[config.mk]
export PLATFORM = sky130hd
export DESIGN_NAME = mode_controller
export DESIGN_NICKNAME = d
export VERILOG_FILES = /design/src/rtl/alarm_clock_pkg.sv /design/src/rtl/mod_updown.sv /design/src/rtl/mode_controller.sv
export SDC_FILE = /design/constraint.sdc
export NUM_CORES = 1
export LEC_CHECK = 0
export CAP_MARGIN = 20
export CORE_ASPECT_RATIO = 1.75
export CORE_MARGIN = 1
export CORE_UTILIZATION = 40
export CTS_CLUSTER_DIAMETER = 100
export CTS_CLUSTER_SIZE = 12
export DETAILED_ROUTE_END_ITERATION = 10
export DONT_BUFFER_PORTS = 1
export SKIP_LAST_GASP = 1
export SYNTH_ARGS = -nofsm -noshare
export SYNTH_HDL_FRONTEND = slang
export SYNTH_SLANG_ARGS = --single-unit
[constraint.sdc]
create_clock -name clk -period 4.1 [get_ports clk]
set_clock_uncertainty 0.15 [all_clocks]
set_input_delay 1.23 -clock clk [delete_from_list [all_inputs] [get_ports clk]]
set_output_delay 1.23 -clock clk [all_outputs]
set_load 0.05 [all_outputs]
[src/rtl/alarm_clock_pkg.sv]
// Shared types and constants for the alarm clock mode controller.
package alarm_clock_pkg;

  // Controller modes.
  typedef enum logic {
    RUN    = 1'b0,
    ADJUST = 1'b1
  } state_t;

  // Field under edit.
  localparam logic [1:0] SEL_CLK_HR  = 2'd0;
  localparam logic [1:0] SEL_CLK_MIN = 2'd1;
  localparam logic [1:0] SEL_ALM_HR  = 2'd2;
  localparam logic [1:0] SEL_ALM_MIN = 2'd3;

  // Largest legal value of each field.
  localparam logic [4:0] HR_MAX  = 5'd23;
  localparam logic [5:0] MIN_MAX = 6'd59;

  // The edit registers are seeded from the running clock; an out-of-range
  // value there is replaced by zero so the edit registers stay legal.
  function automatic logic [4:0] sane_hr(input logic [4:0] h);
    return (h > HR_MAX) ? 5'd0 : h;
  endfunction

  function automatic logic [5:0] sane_min(input logic [5:0] m);
    return (m > MIN_MAX) ? 6'd0 : m;
  endfunction

endpackage

[src/rtl/mod_updown.sv]
// Wrapping up/down step of a field in the range 0..max. inc has priority
// over dec; with neither asserted the value passes through unchanged.
module mod_updown #(
  parameter int W = 6
) (
  input  logic [W-1:0] value,
  input  logic [W-1:0] max,
  input  logic         inc,
  input  logic         dec,
  output logic [W-1:0] result
);

  // Increment wraps max->0, decrement wraps 0->max.
  always_comb begin
    result = value;
    if (inc) begin
      result = (value >= max) ? '0 : value + 1'b1;
    end else if (dec) begin
      result = ((value == '0) || (value > max)) ? max : value - 1'b1;
    end
  end

endmodule

[src/rtl/mode_controller.sv]
// Mode controller for the alarm clock: RUN/ADJUST FSM, field editing,
// alarm arming and the time-load strobe to the time counter.
//
// Strobe contract: time_load is a one-cycle command with no back-pressure.
// set_hr/set_min are valid exactly in the cycle time_load is high; the
// time counter must capture them in that cycle.
module mode_controller
  import alarm_clock_pkg::*;
#(
  parameter int TIMEOUT_CYCLES = 500
) (
  input  logic       clk,
  input  logic       rst,
  input  logic       up,
  input  logic       down,
  input  logic       left,
  input  logic       right,
  input  logic       center,
  input  logic [4:0] cur_hr,
  input  logic [5:0] cur_min,
  output logic       adjust,
  output logic [1:0] sel,
  output logic [4:0] set_hr,
  output logic [5:0] set_min,
  output logic       time_load,
  output logic [4:0] alm_hr,
  output logic [5:0] alm_min,
  output logic       alm_en,
  output state_t     fsm_state
);

  localparam int IDLE_W = (TIMEOUT_CYCLES > 1) ? $clog2(TIMEOUT_CYCLES) : 1;
  localparam logic [IDLE_W-1:0] IDLE_LAST = IDLE_W'(TIMEOUT_CYCLES - 1);

  state_t            state, state_next;
  logic [1:0]        sel_next;
  logic [4:0]        set_hr_next, alm_hr_next;
  logic [5:0]        set_min_next, alm_min_next;
  logic              alm_en_next, time_load_next;
  logic [IDLE_W-1:0] idle_cnt, idle_next;

  // Single winning pulse per cycle: center > right > left > up > down.
  logic act_center, act_right, act_left, act_up, act_down, act_any;
  assign act_center = center;
  assign act_right  = right & ~center;
  assign act_left   = left  & ~center & ~right;
  assign act_up     = up    & ~center & ~right & ~left;
  assign act_down   = down  & ~center & ~right & ~left & ~up;
  assign act_any    = act_center | act_right | act_left | act_up | act_down;

  // One wrap unit per field width; the source is the selected register.
  logic       field_inc, field_dec;
  logic [4:0] hr_src, hr_wrapped;
  logic [5:0] min_src, min_wrapped;
  assign field_inc = act_up   & (state == ADJUST);
  assign field_dec = act_down & (state == ADJUST);
  assign hr_src    = (sel == SEL_ALM_HR)  ? alm_hr  : set_hr;
  assign min_src   = (sel == SEL_ALM_MIN) ? alm_min : set_min;

  mod_updown #(.W(5)) u_hr_wrap (
    .value (hr_src),
    .max   (HR_MAX),
    .inc   (field_inc),
    .dec   (field_dec),
    .result(hr_wrapped)
  );

  mod_updown #(.W(6)) u_min_wrap (
    .value (min_src),
    .max   (MIN_MAX),
    .inc   (field_inc),
    .dec   (field_dec),
    .result(min_wrapped)
  );

  assign adjust    = (state == ADJUST);
  assign fsm_state = state;

  // Next-state and next-register decode; hold everything by default.
  always_comb begin
    state_next     = state;
    sel_next       = sel;
    set_hr_next    = set_hr;
    set_min_next   = set_min;
    alm_hr_next    = alm_hr;
    alm_min_next   = alm_min;
    alm_en_next    = alm_en;
    time_load_next = 1'b0;
    idle_next      = idle_cnt;
    case (state)
      RUN: begin
        if (act_center) begin
          state_next   = ADJUST;
          sel_next     = SEL_CLK_HR;
          set_hr_next  = sane_hr(cur_hr);
          set_min_next = sane_min(cur_min);
          idle_next    = '0;
        end else if (act_up || act_down) begin
          alm_en_next = ~alm_en;
        end
      end
      ADJUST: begin
        if (act_center) begin
          // Center beats a coincident timeout, so the load still happens.
          state_next     = RUN;
          time_load_next = 1'b1;
          idle_next      = '0;
        end else if (act_any) begin
          idle_next = '0;
          if (act_right) sel_next = sel + 2'd1;
          if (act_left)  sel_next = sel - 2'd1;
          if (act_up || act_down) begin
            case (sel)
              SEL_CLK_HR:  set_hr_next  = hr_wrapped;
              SEL_CLK_MIN: set_min_next = min_wrapped;
              SEL_ALM_HR:  alm_hr_next  = hr_wrapped;
              default:     alm_min_next = min_wrapped;
            endcase
          end
        end else if (idle_cnt == IDLE_LAST) begin
          // Abandon clock edits; alarm edits were written in place and stay.
          state_next = RUN;
          idle_next  = '0;
        end else begin
          idle_next = idle_cnt + 1'b1;
        end
      end
      default: state_next = RUN;
    endcase
  end

  // FSM state register.
  always_ff @(posedge clk or negedge rst) begin
    if (!rst) state <= RUN;
    else      state <= state_next;
  end

  // Datapath registers: edit fields, alarm, strobe and idle counter.
  always_ff @(posedge clk or negedge rst) begin
    if (!rst) begin
      sel       <= SEL_CLK_HR;
      set_hr    <= '0;
      set_min   <= '0;
      alm_hr    <= '0;
      alm_min   <= '0;
      alm_en    <= 1'b0;
      time_load <= 1'b0;
      idle_cnt  <= '0;
    end else begin
      sel       <= sel_next;
      set_hr    <= set_hr_next;
      set_min   <= set_min_next;
      alm_hr    <= alm_hr_next;
      alm_min   <= alm_min_next;
      alm_en    <= alm_en_next;
      time_load <= time_load_next;
      idle_cnt  <= idle_next;
    end
  end

endmodule

==> impl_metrics.env, run 1 <==
export IMPL_drive_gt1_share_pct=10.65
export IMPL_tightest_slew_ns=0.6759
export IMPL_rsz0062_at_grt="no"
export IMPL_cts_resized=0
export IMPL_wl_met3_um=455
export IMPL_setup_viol=0
export IMPL_die_x_um=64.65
export IMPL_fin_crit_ns=3.356
export IMPL_setup_tns_ns=0
export IMPL_vias_per_cell=6.107
export IMPL_avgSynthCellArea_sq_um=8.863
export IMPL_start_util_pct=41.71
export IMPL_h_tree_depth=2
export IMPL_clk_pin_slew_ns=0.06
export IMPL_final_common_cell="dfrtp_1"
export IMPL_syn_nets=341
export IMPL_max_slew_margin_pct=54.94
export IMPL_clock_sinks=36
export IMPL_grt_pass1_vias=2341
export IMPL_worstPathRequired_ns=4.15
export IMPL_antenna_left=0
export IMPL_cp_start_kind="flop"
export IMPL_crit_fanout=17
export IMPL_critPathCaptureType="flop"
export IMPL_worstHoldPathType="reg2reg"
export IMPL_whs_ns=0.3579
export IMPL_syn_area_sq_um=2748
export IMPL_drt_met1_wl_um=2768
export IMPL_power_leakage_nw=1.172
export IMPL_ios=46
export IMPL_most_common_layout_cells="36 x dfrtp_1, 29 x nand2_1, 22 x nor2_1, 20 x o21ai_0, 16 x a21oi_1"
export IMPL_ys_warn_count=0
export IMPL_drt_iter0_drc=101
export IMPL_final_period_utilization_pct=81.85
export IMPL_post_route_drc_count=0
export IMPL_vdd_drop_max_uv=395.7
export IMPL_setup_ws_ns=0.7441
export IMPL_synthCells=310
export IMPL_synth_cell_type_count=64
export IMPL_placed_area_sq_um=2801
export IMPL_num_vias=2394
export IMPL_cts_tree="done"
export IMPL_wl_met2_um=3768
export IMPL_stdcell_area_sq_um=2969
export IMPL_critPathArrivalTime_ns=3.41
export IMPL_port_buffers=0
export IMPL_firstDrtPassIters=4
export IMPL_topRoutingLayerUsed="met4"
export IMPL_synth_seq_cells=36
export IMPL_wl_um=7305
export IMPL_drv_slew=0
export IMPL_wire_per_inst_um=18.64
export IMPL_dieArea_sq_um=7218
export IMPL_synth_seq_area_share_pct=32.79
export IMPL_ctsHoldBuffers=0
export IMPL_grt_max_degree=37
export IMPL_antenna_found_initial=0
export IMPL_dp_hpwl_um=5649
export IMPL_synth_edf_count=0
export IMPL_postCtsSetupBuffers=0
export IMPL_globalplace_congestion=0.9053
export IMPL_worstSkewPairLatency_ns=0.28
export IMPL_track_usage_pct=21.82
export IMPL_nets=340
export IMPL_fp_coreArea_sq_um=6588
export IMPL_maxCapViolCount=0
export IMPL_powerDensity_nw_per_um2=761.5
export IMPL_area_delta_synth_final_pct=8.060
export IMPL_grt_first_pass_wirelength_um=12040
export IMPL_async_reset_ff_share_pct=100.0
export IMPL_place_ws_ns=0.7678
export IMPL_clockBufferDepth=2
export IMPL_critical_path_class="reg2reg"
export IMPL_cts_root_buf="clkbuf_16"
export IMPL_fillers=666
export IMPL_die_y_um=111.6
export IMPL_outcome="finished clean"
export IMPL_yosys_most_used_dff="dfrtp_1"
export IMPL_cts_buffers=5
export IMPL_max_freq_mhz=298.0
export IMPL_hold_viol=0
export IMPL_diodes=0
export IMPL_std_cell_rows=39
export IMPL_overflow=0
==> layer usage <==
layer	up-vias	global-route usage, %
met3	22	6.148
met1	1139	23.62
li1	1163	-
met5	-	0
met4	0	11.70
met2	70	37.47
==> per-stage QoR <==
| stage | utilization [%] | power (mW) | cells |
|---|---|---|---|
| after global routing | 45.07 | 2.398 | 392 |
| final | 45.07 | 2.261 | 392 |
| after floorplan | - | 1.587 | 310 |
| after global placement | 42.53 | 1.821 | 384 |
| after CTS | 45.07 | 2.268 | 392 |
| after detailed placement | 42.53 | 1.829 | 384 |
==> worst max-delay path, cell delays in order (launching register included) <==
cell       delay (ns)
dfrtp_1          0.41
inv_1            0.12
ha_1             0.60
mux2i_1          0.33
inv_1            0.11
ha_1             0.31
a211oi_1         0.28
a21o_1           0.11
a21oi_1          0.12
a2111oi_0        0.47
a31oi_1          0.11
o21ai_0          0.17
==> cells in the mapped netlist (5+ instances only) <==
cell       n  area, sq um
dfrtp_1   36        900.9
nand2_1   29        108.9
nor2_1    22        82.58
o21ai_0   20        100.1
a21oi_1   16        80.08
ha_1      13        162.7
nand3_1   13        65.06
inv_1     11        41.29
mux2i_1   11        110.1
nor3_1    10        50.05
a31oi_1    8        50.05
mux2_2     8        90.09
o211ai_1   7        52.55
and2_1     5        31.28
and3_1     5        31.28
nand4_1    5        31.28
xnor2_1    5        43.79
xor2_1     5        43.79
==> area by class of cell <==
type                            instances  area [sq um]  area share (%)
Clock inverter                          3         42.54           1.433
Tap cell                               82         102.6           3.456
Timing Repair Buffer                    4         30.03           1.011
Multi-Input combinational cell        251          1727           58.15
Clock buffer                            5         125.1           4.214
Sequential cell                        36         900.9           30.34
Inverter                               11         41.29           1.391
==> flip-flops by register name (all words and copies together), names as in the netlist, 2 cells and up <==
| signal | cells |
|---|---|
| alm_hr | 5 |
| alm_min | 6 |
| idle_cnt | 9 |
| sel | 2 |
| set_hr | 5 |
| set_min | 6 |
==> final timing paths <==
kind	cells past startpoint	endpoint	slack, ns	start
setup reg to reg	11	alm_hr[0]	0.74	sel[0]
hold / removal	1	idle_cnt[3]	0.36	idle_cnt[3]
setup / recovery	11	alm_hr[0]	0.74	sel[0]
min in group asynchronous	0	set_hr[4]	0.49	rst
hold reg to reg	1	idle_cnt[3]	0.36	idle_cnt[3]
max in group asynchronous	0	alm_min[3]	3.23	rst
==> kinds of logic after synthesis <==
family / synth area share (%)
AO/OA/AOI/OAI: 22.13
XOR/XNOR: 3.187
adder cells (fa/ha/maj): 5.920
buffers and inverters: 4.371
flip-flops: 32.79
multiplexers: 7.286
AND/OR/NAND/NOR: 24.32
==> power breakdown <==
group          switching, mW  internal (mW)  total (mW)
clock                  0.150          0.285       0.435
combinational          0.586          0.357       0.942
sequential             0.440          0.443       0.883
Note: power is estimated with default switching activity, not from simulation.
==> run 2: changes to the inputs <==
- clock period: 4.1 -> 2.8 ns (I/O delays scaled with it)
==> impl_metrics.env, run 2 (synthesized netlist as in run 1, its figures left out) <==
export IMPL_h_tree_depth=2
export IMPL_clkPwrFrac_pct=15.6
export IMPL_dieArea_sq_um=7218
export IMPL_postCtsSetupBuffers=0
export IMPL_final_period_utilization_pct=97.21
export IMPL_setup_ws_ns=0.07809
export IMPL_cp_start_kind="flop"
export IMPL_powerDensity_nw_per_um2=1070
export IMPL_cts_root_buf="clkbuf_16"
export IMPL_largest_reg_flops=9
export IMPL_fillers=636
export IMPL_final_common_cell="buf_4"
export IMPL_globalplace_congestion=0.9252
export IMPL_area_delta_synth_final_pct=22.95
export IMPL_track_usage_pct=23.52
export IMPL_rsz0062_at_grt="yes"
export IMPL_maxCapViolCount=0
export IMPL_fin_util_pct=51.28
export IMPL_start_util_pct=41.71
export IMPL_most_common_layout_cells="45 x buf_4, 34 x dfrtp_1, 29 x nand2_1, 22 x nor2_1"
export IMPL_max_freq_mhz=367.4
export IMPL_worstHoldPathType="in2async"
export IMPL_placed_area_sq_um=3209
export IMPL_setup_tns_ns=0
export IMPL_die_y_um=111.6
export IMPL_setup_viol=0
export IMPL_grt_max_degree=37
export IMPL_die_x_um=64.65
export IMPL_dp_hpwl_um=6228
export IMPL_max_slew_margin_pct=63.69
export IMPL_pwr_share_seq_pct=24.4
export IMPL_critPathArrivalTime_ns=2.73
export IMPL_finalPower_mw=3.614
export IMPL_worstPathRequired_ns=2.81
export IMPL_firstDrtPassIters=5
export IMPL_ctsHoldBuffers=0
export IMPL_stdcell_area_sq_um=3378
export IMPL_hold_viol=0
export IMPL_num_vias=2588
export IMPL_crit_fanout=5
export IMPL_antenna_left=0
export IMPL_largestRegisters="idle_cnt x9, alm_min x6, set_min x6"
export IMPL_post_route_drc_count=0
export IMPL_overflow=0
export IMPL_critical_path_class="reg2reg"
export IMPL_antenna_found_initial=0
export IMPL_wl_um=7943
export IMPL_nets=382
export IMPL_vdd_drop_max_uv=470.6
export IMPL_layoutNonFillerInstCount=434
export IMPL_internal_power_mw=1.791
export IMPL_clock_sinks=36
export IMPL_outcome="finished clean"
export IMPL_tightest_slew_ns=0.5447
export IMPL_ios=46
export IMPL_vias_per_cell=5.963
export IMPL_dp_cells=426
export IMPL_whs_ns=0.09638
export IMPL_p_sw_share_pct=50.43
export IMPL_drt_iter0_drc=147
export IMPL_clockBufferDepth=2
export IMPL_std_cell_rows=39
export IMPL_power_leakage_nw=1.405
export IMPL_cts_buffers=5
export IMPL_fin_crit_ns=2.722
export IMPL_fp_coreArea_sq_um=6588
export IMPL_drive_gt1_share_pct=25.85
export IMPL_wire_per_inst_um=18.30
export IMPL_grt_pass1_vias=2643
export IMPL_cts_tree="done"
export IMPL_switchingPower_mw=1.822
export IMPL_diodes=0
export IMPL_critPathCaptureType="flop"
export IMPL_largest_register="idle_cnt"
export IMPL_drv_slew=0
export IMPL_power_frac_comb_pct=59.9
export IMPL_worstSkewPairLatency_ns=0.28
export IMPL_clk_pin_slew_ns=0.06
export IMPL_grt_first_pass_wirelength_um=12930
export IMPL_place_ws_ns=0.006206
export IMPL_port_buffers=0
run 2: power by group through the flow:
stage               registers, mW  logic, mW  clock network (mW)
CTS                         0.881       2.14               0.578
detailed placement          0.892       2.13                   0
global route                0.902       2.34               0.594
floorplan                    1.30       1.11                   0
global placement            0.891       2.11                   0
finish                      0.883       2.17               0.565
run 2: area by class of cell:
type	instances	area, sq um	share of cell area [%]
Clock buffer	6	138.9	4.111
Clock inverter	2	10.01	0.2963
Inverter	11	43.79	1.296
Multi-Input combinational cell	251	1822	53.93
Sequential cell	36	903.4	26.74
Tap cell	82	102.6	3.037
Timing Repair Buffer	46	357.8	10.59
run 2: repair_timing:
action,in CTS,in global routing
cloned,0,0
endpoints found under the setup margin,1,9
pin swaps,0,3
resized for setup,1,3
hold endpoints to repair,0,0
run 2: per-layer routing:
layer | vias up | part of all wire [%] | GRT usage (%) | wire length [um]
met5 | - | 0 | 0 | 0
met4 | 0 | 3.6 | 11.56 | 284
met3 | 20 | 4.8 | 5.635 | 379
met2 | 67 | 55 | 43.58 | 4332
met1 | 1262 | 37 | 23.62 | 2945
li1 | 1239 | - | - | -
run 2: critical path, stage by stage, from the launching register on:
cell      delay (ns)
dfrtp_2         0.44
ha_4            0.19
mux2_4          0.33
inv_4           0.08
ha_4            0.13
or4b_1          0.47
nor3_2          0.17
a211oi_2        0.08
nand2b_4        0.18
a32oi_2         0.27
o211ai_1        0.11
run 2: final timing paths:
kind / slack (ns) / end / cells past startpoint / startpoint
hold / removal: 0.1 / set_hr[4] / 0 / rst
hold reg to reg: 0.35 / idle_cnt[3] / 1 / idle_cnt[3]
setup reg to reg: 0.08 / set_min[2] / 10 / sel[1]
max in group asynchronous: 2.31 / sel[0] / 0 / rst
setup / recovery: 0.08 / set_min[2] / 10 / sel[1]
min in group clk: 0.35 / idle_cnt[3] / 1 / idle_cnt[3]
